--- config.mk ---
export PLATFORM = sky130hd
export DESIGN_NAME = uart_depacketizer_rx_flat
export DESIGN_NICKNAME = d
export VERILOG_FILES = /design/src/rtl/uart_pkg.sv /design/src/rtl/uart_depacketizer_rx_if.sv /design/src/rtl/uart_rx_fifo.sv /design/src/rtl/uart_depacketizer_rx.sv /design/src/flat_wrapper.sv
export SDC_FILE = /design/constraint.sdc
export NUM_CORES = 1
export LEC_CHECK = 0
export ABC_AREA = 0
export BUFFER_PORTS_ARGS = -buffer_cell sky130_fd_sc_hd__buf_2
export CAP_MARGIN = 30
export CORE_MARGIN = 2
export CORE_UTILIZATION = 38
export CTS_CLUSTER_DIAMETER = 40
export DETAILED_ROUTE_END_ITERATION = 12
export GPL_ROUTABILITY_DRIVEN = 0
export HOLD_SLACK_MARGIN = 0.12
export PLACE_DENSITY_LB_ADDON = 0.15
export REMOVE_ABC_BUFFERS = 1
export SYNTH_ARGS = -nofsm -noshare
export SYNTH_HDL_FRONTEND = slang
export SYNTH_HIERARCHICAL = 1
export SYNTH_SLANG_ARGS = --single-unit
--- constraint.sdc ---
create_clock -name clk -period 3 [get_ports clk]
set_input_delay 0.45 -clock clk [delete_from_list [all_inputs] [get_ports clk]]
set_output_delay 0.45 -clock clk [all_outputs]
set_load 0.01 [all_outputs]
--- src/rtl/uart_pkg.sv ---
// Shared UART constants and RX FSM state encodings.
package uart_pkg;

  localparam int unsigned UART_DATA_BITS = 8;
  localparam logic        START_BIT      = 1'b0;
  localparam logic        STOP_BIT       = 1'b1;
  localparam logic        IDLE_LEVEL     = 1'b1;

  // RX FSM state encodings
  localparam logic [1:0] RX_IDLE  = 2'd0;
  localparam logic [1:0] RX_START = 2'd1;
  localparam logic [1:0] RX_DATA  = 2'd2;
  localparam logic [1:0] RX_STOP  = 2'd3;

endpackage

--- src/rtl/uart_depacketizer_rx_if.sv ---
// Byte stream from the receiver to its consumer, plus upstream flow control.
interface uart_depacketizer_rx_if;
  import uart_pkg::*;

  logic                      rx_ready;
  logic [UART_DATA_BITS-1:0] data_out;
  logic                      data_valid;
  logic                      data_ready;

  modport master (output rx_ready, output data_out, output data_valid, input data_ready);
  modport slave  (input rx_ready, input data_out, input data_valid, output data_ready);

endinterface

--- src/rtl/uart_rx_fifo.sv ---
// Small synchronous FIFO with first-word-fall-through read data.
module uart_rx_fifo #(
  parameter int unsigned WIDTH = 8,
  parameter int unsigned DEPTH = 4
) (
  input  logic             clk,
  input  logic             rst,
  input  logic             wr_en,
  input  logic [WIDTH-1:0] din,
  input  logic             rd_en,
  output logic [WIDTH-1:0] dout,
  output logic             full,
  output logic             empty
);

  localparam int unsigned PTR_W = $clog2(DEPTH);
  localparam int unsigned CNT_W = PTR_W + 1;

  logic [WIDTH-1:0] mem [DEPTH];
  logic [PTR_W-1:0] wr_ptr;
  logic [PTR_W-1:0] rd_ptr;
  logic [CNT_W-1:0] count;
  logic             do_wr;
  logic             do_rd;

  // A pop frees the slot the simultaneous push needs, so full+pop still accepts.
  assign do_rd = rd_en & ~empty;
  assign do_wr = wr_en & (~full | rd_en);

  assign full  = (count == CNT_W'(DEPTH));
  assign empty = (count == '0);
  assign dout  = mem[rd_ptr];

  // Storage, pointers and occupancy count.
  always_ff @(posedge clk or posedge rst) begin
    if (rst) begin
      for (int i = 0; i < int'(DEPTH); i++) mem[i] <= '0;
      wr_ptr <= '0;
      rd_ptr <= '0;
      count  <= '0;
    end else begin
      if (do_wr) begin
        mem[wr_ptr] <= din;
        wr_ptr      <= wr_ptr + PTR_W'(1);
      end
      if (do_rd) rd_ptr <= rd_ptr + PTR_W'(1);
      case ({do_wr, do_rd})
        2'b10:   count <= count + CNT_W'(1);
        2'b01:   count <= count - CNT_W'(1);
        default: count <= count;
      endcase
    end
  end

endmodule

--- src/rtl/uart_depacketizer_rx.sv ---
// 8N1 UART receiver: line synchronizer, bit-timing FSM and output byte FIFO.
module uart_depacketizer_rx
  import uart_pkg::*;
#(
  parameter int unsigned CLKS_PER_BIT = 434,
  parameter int unsigned FIFO_DEPTH   = 4
) (
  input  logic                   clk,
  input  logic                   rst,
  input  logic                   serial_in,
  uart_depacketizer_rx_if.master bus,
  output logic                   rx_busy,
  output logic                   frame_err,
  output logic                   overrun
);

  localparam int unsigned CNT_W = $clog2(CLKS_PER_BIT);
  localparam logic [CNT_W-1:0] BIT_LAST  = CNT_W'(CLKS_PER_BIT - 1);
  localparam logic [CNT_W-1:0] HALF_LAST = CNT_W'(CLKS_PER_BIT / 2 - 1);

  logic                      sync_q1;
  logic                      rxd;
  logic                      rxd_prev;
  logic [1:0]                state, state_nxt;
  logic [CNT_W-1:0]          clk_cnt, clk_cnt_nxt;
  logic [2:0]                bit_cnt, bit_cnt_nxt;
  logic [UART_DATA_BITS-1:0] shreg, shreg_nxt;
  logic                      frame_err_nxt;
  logic                      overrun_nxt;
  logic                      push_c;
  logic                      pop_c;
  logic                      fifo_full;
  logic                      fifo_empty;

  assign pop_c          = bus.data_ready & ~fifo_empty;
  assign bus.rx_ready   = ~fifo_full;
  assign bus.data_valid = ~fifo_empty;
  assign rx_busy        = (state != RX_IDLE);

  // Two-flop synchronizer plus one history flop for falling-edge detection.
  always_ff @(posedge clk or posedge rst) begin
    if (rst) begin
      sync_q1  <= IDLE_LEVEL;
      rxd      <= IDLE_LEVEL;
      rxd_prev <= IDLE_LEVEL;
    end else begin
      sync_q1  <= serial_in;
      rxd      <= sync_q1;
      rxd_prev <= rxd;
    end
  end

  // FSM state, bit timing counters, shift register and status pulses.
  always_ff @(posedge clk or posedge rst) begin
    if (rst) begin
      state     <= RX_IDLE;
      clk_cnt   <= '0;
      bit_cnt   <= '0;
      shreg     <= '0;
      frame_err <= 1'b0;
      overrun   <= 1'b0;
    end else begin
      state     <= state_nxt;
      clk_cnt   <= clk_cnt_nxt;
      bit_cnt   <= bit_cnt_nxt;
      shreg     <= shreg_nxt;
      frame_err <= frame_err_nxt;
      overrun   <= overrun_nxt;
    end
  end

  // Next-state logic: mid-start validation, mid-bit data sampling, stop check.
  always_comb begin
    state_nxt     = state;
    clk_cnt_nxt   = clk_cnt;
    bit_cnt_nxt   = bit_cnt;
    shreg_nxt     = shreg;
    frame_err_nxt = 1'b0;
    overrun_nxt   = 1'b0;
    push_c        = 1'b0;
    case (state)
      RX_IDLE: begin
        if (rxd_prev && !rxd) begin
          state_nxt   = RX_START;
          clk_cnt_nxt = '0;
        end
      end
      RX_START: begin
        if (clk_cnt == HALF_LAST) begin
          clk_cnt_nxt = '0;
          if (rxd == START_BIT) begin
            state_nxt   = RX_DATA;
            bit_cnt_nxt = '0;
          end else begin
            state_nxt = RX_IDLE;
          end
        end else begin
          clk_cnt_nxt = clk_cnt + CNT_W'(1);
        end
      end
      RX_DATA: begin
        if (clk_cnt == BIT_LAST) begin
          clk_cnt_nxt = '0;
          shreg_nxt   = {rxd, shreg[UART_DATA_BITS-1:1]};
          if (bit_cnt == 3'd7) state_nxt = RX_STOP;
          else                 bit_cnt_nxt = bit_cnt + 3'd1;
        end else begin
          clk_cnt_nxt = clk_cnt + CNT_W'(1);
        end
      end
      default: begin
        if (clk_cnt == BIT_LAST) begin
          clk_cnt_nxt = '0;
          state_nxt   = RX_IDLE;
          if (rxd == STOP_BIT) begin
            if (!fifo_full || pop_c) push_c      = 1'b1;
            else                     overrun_nxt = 1'b1;
          end else begin
            frame_err_nxt = 1'b1;
          end
        end else begin
          clk_cnt_nxt = clk_cnt + CNT_W'(1);
        end
      end
    endcase
  end

  uart_rx_fifo #(
    .WIDTH (UART_DATA_BITS),
    .DEPTH (FIFO_DEPTH)
  ) u_fifo (
    .clk   (clk),
    .rst   (rst),
    .wr_en (push_c),
    .din   (shreg),
    .rd_en (bus.data_ready),
    .dout  (bus.data_out),
    .full  (fifo_full),
    .empty (fifo_empty)
  );

endmodule

--- src/flat_wrapper.sv ---
// flat-port wrapper written by rule: the top's interface ports become plain ports
module uart_depacketizer_rx_flat import uart_pkg::*;
#(
  parameter int unsigned CLKS_PER_BIT = 434,
  parameter int unsigned FIFO_DEPTH   = 4
)
  (clk, rst, serial_in, rx_busy, frame_err, overrun, bus_rx_ready, bus_data_out, bus_data_valid, bus_data_ready);
  uart_depacketizer_rx_if bus_i ();
  input  logic clk;
  input  logic rst;
  input  logic serial_in;
  output logic rx_busy;
  output logic frame_err;
  output logic overrun;
  output wire logic [$bits(bus_i.rx_ready)-1:0] bus_rx_ready;
  output wire logic [$bits(bus_i.data_out)-1:0] bus_data_out;
  output wire logic [$bits(bus_i.data_valid)-1:0] bus_data_valid;
  input wire logic [$bits(bus_i.data_ready)-1:0] bus_data_ready;
  assign bus_rx_ready = bus_i.rx_ready;
  assign bus_data_out = bus_i.data_out;
  assign bus_data_valid = bus_i.data_valid;
  assign bus_i.data_ready = bus_data_ready;
  uart_depacketizer_rx #(.CLKS_PER_BIT(CLKS_PER_BIT), .FIFO_DEPTH(FIFO_DEPTH)) u_core (.clk(clk), .rst(rst), .serial_in(serial_in), .bus(bus_i), .rx_busy(rx_busy), .frame_err(frame_err), .overrun(overrun));
endmodule
==> impl_metrics.json, run 1 <==
{
  "ys_warn_count": 6,
  "num_rows": 33,
  "r2r_slack_ps": 400,
  "path_depth": 12,
  "clk_pin_slew_ps": 70,
  "drv_cap": 0,
  "cts_tree": "yes",
  "wire_per_inst_um": 15.5,
  "fin_crit_sh_pct": 86.6,
  "htree_levels": 3,
  "syn_avg_cell_area_um2": 13.6,
  "synthFlopType": "dfrtp_1",
  "drive_gt1_share_pct": 38.2,
  "syn-cell-area_um2": 3200,
  "stdcell_area_um2": 3630,
  "grt_pass1_wl_um": 9830,
  "grt_max_degree": 24,
  "postCtsHoldBufs": 0,
  "vias": 1839,
  "synth_edf_count": 0,
  "cp-endpoint": "u_core/u_fifo/count[2]",
  "first_pass_iters": 4,
  "critPathKind": "flop to flop",
  "drcViolationCount": 0,
  "hold_violations": 0,
  "timing.rr.start": "u_core/clk_cnt[1]",
  "core_area_um2": 8180,
  "finalSetupTns_ps": 0,
  "die-area_um2": 9170,
  "chipWidth_um": 95.7,
  "rr_endpoint": "u_core/u_fifo/count[2]",
  "cp.required_ps": 3220,
  "clock_sink_count": 66,
  "synthArstFlopShare_pct": 100,
  "cts_resized": 0,
  "cp-startpoint": "u_core/clk_cnt[1]",
  "ys_ff_latch": 66,
  "holdWs_ps": 157,
  "cts_buffers": 9,
  "post-cts-setup-buffer-count": 0,
  "area_growth_pct": 13.4,
  "wl_um": 5770,
  "rsz0062_at_grt": "false",
  "powerDensity_nw_per_um2": 638,
  "ys_seq_area_share_pct": 51.8,
  "drv_slew": 0,
  "fin_crit_ps": 2600,
  "drtIter0Drc": 72,
  "vias_per_cell": 4.94,
  "clock-skew-final_ps": 6.18,
  "ant_nets": 0,
  "ir_drop_v": 0.000379,
  "crit_chain": "inv_1, ha_1, and4bb_4, nand2_4, nor3b_1, or2b_2, ha_1, inv_1, fa_1, xor2_1, nor2_1, xor2_1",
  "hp-class": "primary input to asynchronous set/reset pin",
  "root_buffer": "clkbuf_8",
  "r2r_cells": 12,
  "insertedDiodeCount": 0,
  "clk_latency_ps": 330,
  "antenna_found_initial": 0,
  "cts_buffer_depth": 2,
  "worstMarginPinSlew_ps": 759,
  "cpPeakStageDelay_ps": 420,
  "grtUsageTotal_pct": 14.5,
  "leakage_nw": 1.75,
  "end_kind": "flop",
  "slew_headroom_pct": 49.2,
  "outcome": "completed",
  "arrival_ps": 2810,
  "fin_nets": 277,
  "netlist_instances": 236,
  "setup_viol": 0,
  "fp.dieH_um": 95.7,
  "postPlaceCellArea_um2": 3430,
  "cp_num_buf_inv": 2,
  "critPathTopFamily": "simple AND/OR/NAND/NOR gates",
  "max_freq_mhz": 385,
  "path_max_fanout": 6,
  "io_buffer_count": 16,
  "hpwl_um": 3970,
  "startpoint_type": "flop",
  "start_util_pct": 39.1,
  "critPathSlowestCell": "dfrtp_1",
  "overflow": 0,
  "synth_cell_types": 47,
  "grt_pass1_vias": 1930,
  "io_pins": 17
}
==> cells in the mapped netlist (4+ instances only) <==
cell type	n	area share [%]
dfrtp_1	63	49
mux2_4	8	3.8
nand3_1	9	1.4
mux2_2	32	11
inv_1	17	2.0
mux4_2	8	5.6
nor2_1	11	1.3
xnor2_1	11	3.0
a211oi_1	5	1.2
buf_2	4	0.63
nor2_2	4	0.78
ha_1	10	3.9
nand2_1	10	1.2
==> layout make-up <==
class                           instances  area, µm²
Fill cell                             751       4550
Sequential cell                        66       1660
Inverter                               17       63.8
Tap cell                              105        131
Clock inverter                          7       70.1
Multi-Input combinational cell        147       1440
Clock buffer                            9        124
Timing Repair Buffer                   21        138
==> layout by cell type, fill, tap and decap left out, drive strengths merged, types with 3 or more instances in the layout <==
cell type / count
a211oi: 5
a21oi: 3
buf: 21
clkbuf: 9
clkinv: 5
dfrtp: 63
dfstp: 3
ha: 10
inv: 17
mux2: 42
mux4: 8
nand2: 11
nand3: 9
nor2: 15
xnor2: 11
xor2: 3
==> how the worst min path moves through the flow <==
| stage | slack [ps] | endpoint | startpoint | cells past startpoint |
|---|---|---|---|---|
| 2_1_floorplan | 350 | u_core/rxd | u_core/sync_q1 | 0 |
| 3_3_place_gp | 350 | u_core/rxd | u_core/sync_q1 | 0 |
| 3_5_place_dp | 350 | u_core/rxd | u_core/sync_q1 | 0 |
| 4_1_cts | 150 | u_core/clk_cnt[8] | rst | 2 |
| 5_1_grt | 180 | u_core/clk_cnt[8] | rst | 2 |
| 6_report | 160 | u_core/clk_cnt[8] | rst | 2 |
==> routing by layer <==
layer / vias up / share of wire, % / wire length, µm / track usage [%]
met1: 924 / 49 / 2840 / 19.8
met4: 0 / 0.66 / 38 / 4.64
met2: 21 / 47 / 2680 / 21.9
li1: 892 / - / - / -
met5: - / 0 / 0 / 0
met3: 2 / 3.5 / 204 / 4.78
==> cell families after synthesis <==
kind of cell	Yosys count	share of synthesized area, %
AOI/OAI and AO/OA	19	4.77
xor gates and xnor gates	14	3.83
adders and majority gates	11	4.54
buffers and inverters	23	3.09
DFF	66	51.8
muxes	51	21.7
and+or+nand+nor	52	10.3
==> power breakdown <==
group	internal (mW)	switching [mW]	leakage, nW
Sequential	0.976	0.189	0.886
Clock	0.382	0.342	0.0990
Combinational	0.218	0.207	0.763
==> flip-flops by register name, indices dropped and copies added, names as in the netlist <==
| register | flops |
|---|---|
| u_core/frame_err | 1 |
| u_core/u_fifo/rd_ptr | 2 |
| u_core/bit_cnt | 3 |
| u_core/sync_q1 | 1 |
| u_core/u_fifo/count | 3 |
| u_core/state | 2 |
| u_core/rxd | 1 |
| u_core/u_fifo/wr_ptr | 2 |
| u_core/rxd_prev | 1 |
| u_core/u_fifo/mem | 32 |
| u_core/clk_cnt | 9 |
| u_core/overrun | 1 |
| u_core/shreg | 8 |
==> stage by stage <==
stage | setup slack [ps] | power, mW | utilization, % | instances
2_1_floorplan | 420 | 1.48 | - | 230
3_3_place_gp | 475 | 1.60 | 41.6 | 355
3_5_place_dp | 417 | 1.61 | 42.0 | 356
4_1_cts | 391 | 2.36 | 44.4 | 372
5_1_grt | 248 | 2.47 | 44.4 | 372
6_report | 402 | 2.31 | 44.4 | 372
No activity file was read; power rests on OpenSTA's default activity.
==> run 2, diff against run 1 <==
SYNTH_HIERARCHICAL = not set   (was 1)
==> impl_metrics.json, run 2 <==
{
  "outcome": "completed",
  "drive_gt1_share_pct": 35.2,
  "cp.required_ps": 3260,
  "cts_buffers": 9,
  "max_freq_mhz": 391,
  "clk_pin_slew_ps": 80,
  "vias": 1894,
  "largest_reg_flops": 32,
  "synth_cell_types": 44,
  "syn-cell-area_um2": 3200,
  "timing.rr.start": "u_core.u_fifo.count[0]",
  "clkPwrFrac_pct": 29.8,
  "io_pins": 17,
  "root_buffer": "clkbuf_8",
  "vias_per_cell": 5.05,
  "synthAdderAreaFrac_pct": 6.49,
  "worstMarginPinSlew_ps": 633,
  "yosysMostFrequentCell": "dfrtp_1",
  "num_rows": 33,
  "p_comb_share_pct": 26.3,
  "fin_crit_sh_pct": 85.3,
  "hold_violations": 0,
  "antenna_found_initial": 0,
  "synthMuxAreaShare_pct": 21.4,
  "p_sw_mw": 0.854,
  "ys_warn_count": 0,
  "dp_slack_ps": 342,
  "drtIter0Drc": 51,
  "die-area_um2": 9170,
  "ir_drop_v": 0.000425,
  "first_pass_iters": 4,
  "synth-simple-area-share_pct": 9.43,
  "finalSetupTns_ps": 0,
  "synth_xor_area_share_pct": 2.46,
  "leakage_nw": 1.73,
  "postPlaceCellArea_um2": 3410,
  "chipWidth_um": 95.7,
  "end_kind": "flop",
  "yosysTopAreaCellShare_pct": 49.3,
  "htree_levels": 3,
  "fp.dieH_um": 95.7,
  "hp-class": "primary input to asynchronous set/reset pin",
  "path_max_fanout": 8,
  "clock_sink_count": 66,
  "final_common_cell": "dfrtp_1",
  "grt_max_degree": 67,
  "critPathKind": "flop to flop",
  "drv_slew": 0,
  "overflow": 0,
  "fin_nets": 285,
  "syn_avg_cell_area_um2": 13.3,
  "holdWs_ps": 149,
  "arrival_ps": 2820,
  "grt_pass1_wl_um": 9960,
  "stdcell_area_um2": 3620,
  "grtUsageTotal_pct": 14.7,
  "placedCellCount": 359,
  "ant_nets": 0,
  "postCtsHoldBufs": 0,
  "start_util_pct": 39.1,
  "core_area_um2": 8180,
  "switching_share_pct": 33.6,
  "synthFlopType": "dfrtp_1",
  "synth_top_family_by_area": "multiplexers",
  "area_growth_pct": 13.1,
  "io_buffer_count": 16,
  "netlist_instances": 241,
  "wl_um": 5840,
  "powerDensity_nw_per_um2": 703,
  "synthArstFlopShare_pct": 100,
  "ys_ff_latch": 66,
  "synth_top_area_cell": "dfrtp_1",
  "hpwl_um": 3840,
  "slew_headroom_pct": 57.8,
  "cp-startpoint": "u_core.u_fifo.count[0]",
  "top_register": "u_core.u_fifo.mem",
  "synth_compound_area_share_pct": 6.06,
  "fin_crit_ps": 2560,
  "worst_slack_ps": 442,
  "drv_cap": 0,
  "drcViolationCount": 0,
  "clk_latency_ps": 340,
  "cts_resized": 0,
  "cts_buffer_depth": 2,
  "synthTopCellsByCount": "dfrtp_1, mux2_2, nand2_1",
  "startpoint_type": "flop",
  "power_frac_seq_pct": 43.9,
  "reg_top3": "u_core.u_fifo.mem: 32 flops, u_core.clk_cnt: 9 flops, u_core.shreg: 8 flops",
  "rsz0062_at_grt": "false",
  "wire_per_inst_um": 15.6,
  "clock-skew-final_ps": 10.2,
  "p_int_mw": 1.69,
  "setup_viol": 0,
  "insertedDiodeCount": 0,
  "grt_pass1_vias": 1984,
  "cts_tree": "yes",
  "synth_edf_count": 0,
  "stdcell_count": 375,
  "synth_area_leaders": "dfrtp_1, mux2_2, ha_1",
  "post-cts-setup-buffer-count": 0,
  "layout_common_cells": "dfrtp_1, mux2_2, nand2_1",
  "ys_seq_area_share_pct": 51.8
}
-- run 2: logic make-up after synthesis --
| family | Yosys count |
|---|---|
| AO/OA/AOI/OAI | 27 |
| adder cells (fa/ha/maj) | 16 |
| XOR/XNOR | 9 |
| flip-flops | 66 |
| multiplexers | 53 |
| AND/OR/NAND/NOR | 50 |
| buffers and inverters | 20 |
-- run 2: power groups by stage --
| stage | logic, mW | registers (mW) | clock network, mW |
|---|---|---|---|
| final | 0.669 | 1.12 | 0.759 |
| after global placement | 0.673 | 1.14 | 0 |
| after global routing | 0.764 | 1.14 | 0.825 |
| after floorplan | 0.538 | 1.09 | 0 |
| after detailed placement | 0.670 | 1.14 | 0 |
| after CTS | 0.680 | 1.12 | 0.786 |
-- run 2: layout make-up --
type	count	area, µm²
fill	772	4560
timing repair buffer	17	100
sequential	66	1660
multi-input combinational	155	1470
clock inverter	7	78.8
inverter	16	60.1
clock buffer	9	124
tap	105	131
-- run 2: final timing paths --
path	to	slack [ps]	depth (start not counted)
max in group asynchronous	u_core.rxd_prev	2500	3
worst max-delay path	u_core.u_fifo.count[2]	440	9
worst max register to register	u_core.u_fifo.count[2]	440	9
min in group clk	u_core.sync_q1	200	1
worst min-delay path	u_core.clk_cnt[0]	150	3
worst min register to register	u_core.rxd	360	0
-- run 2: per-layer routing --
metal / share of wire, % / vias to the layer above / GRT usage (%)
met2: 48 / 33 / 24.4
met1: 47 / 944 / 18.1
li1: - / 910 / -
met4: 1.4 / 0 / 4.05
met5: 0 / - / 0
met3: 3.5 / 7 / 5.25
-- run 2: critical path, cell delays in order (launching register included) --
cell	delay, ps
dfrtp_1	410
or4b_2	710
nor4b_4	200
inv_1	80
ha_1	180
inv_1	70
fa_1	420
xor2_1	150
nor2_1	110
xor2_1	160
-- run 2: through the flow --
| step | total power, mW | utilization [%] |
|---|---|---|
| after global routing | 2.73 | 44.2 |
| after CTS | 2.59 | 44.2 |
| final | 2.54 | 44.2 |
| after global placement | 1.81 | 41.8 |
| after detailed placement | 1.81 | 41.8 |
| after floorplan | 1.63 | - |
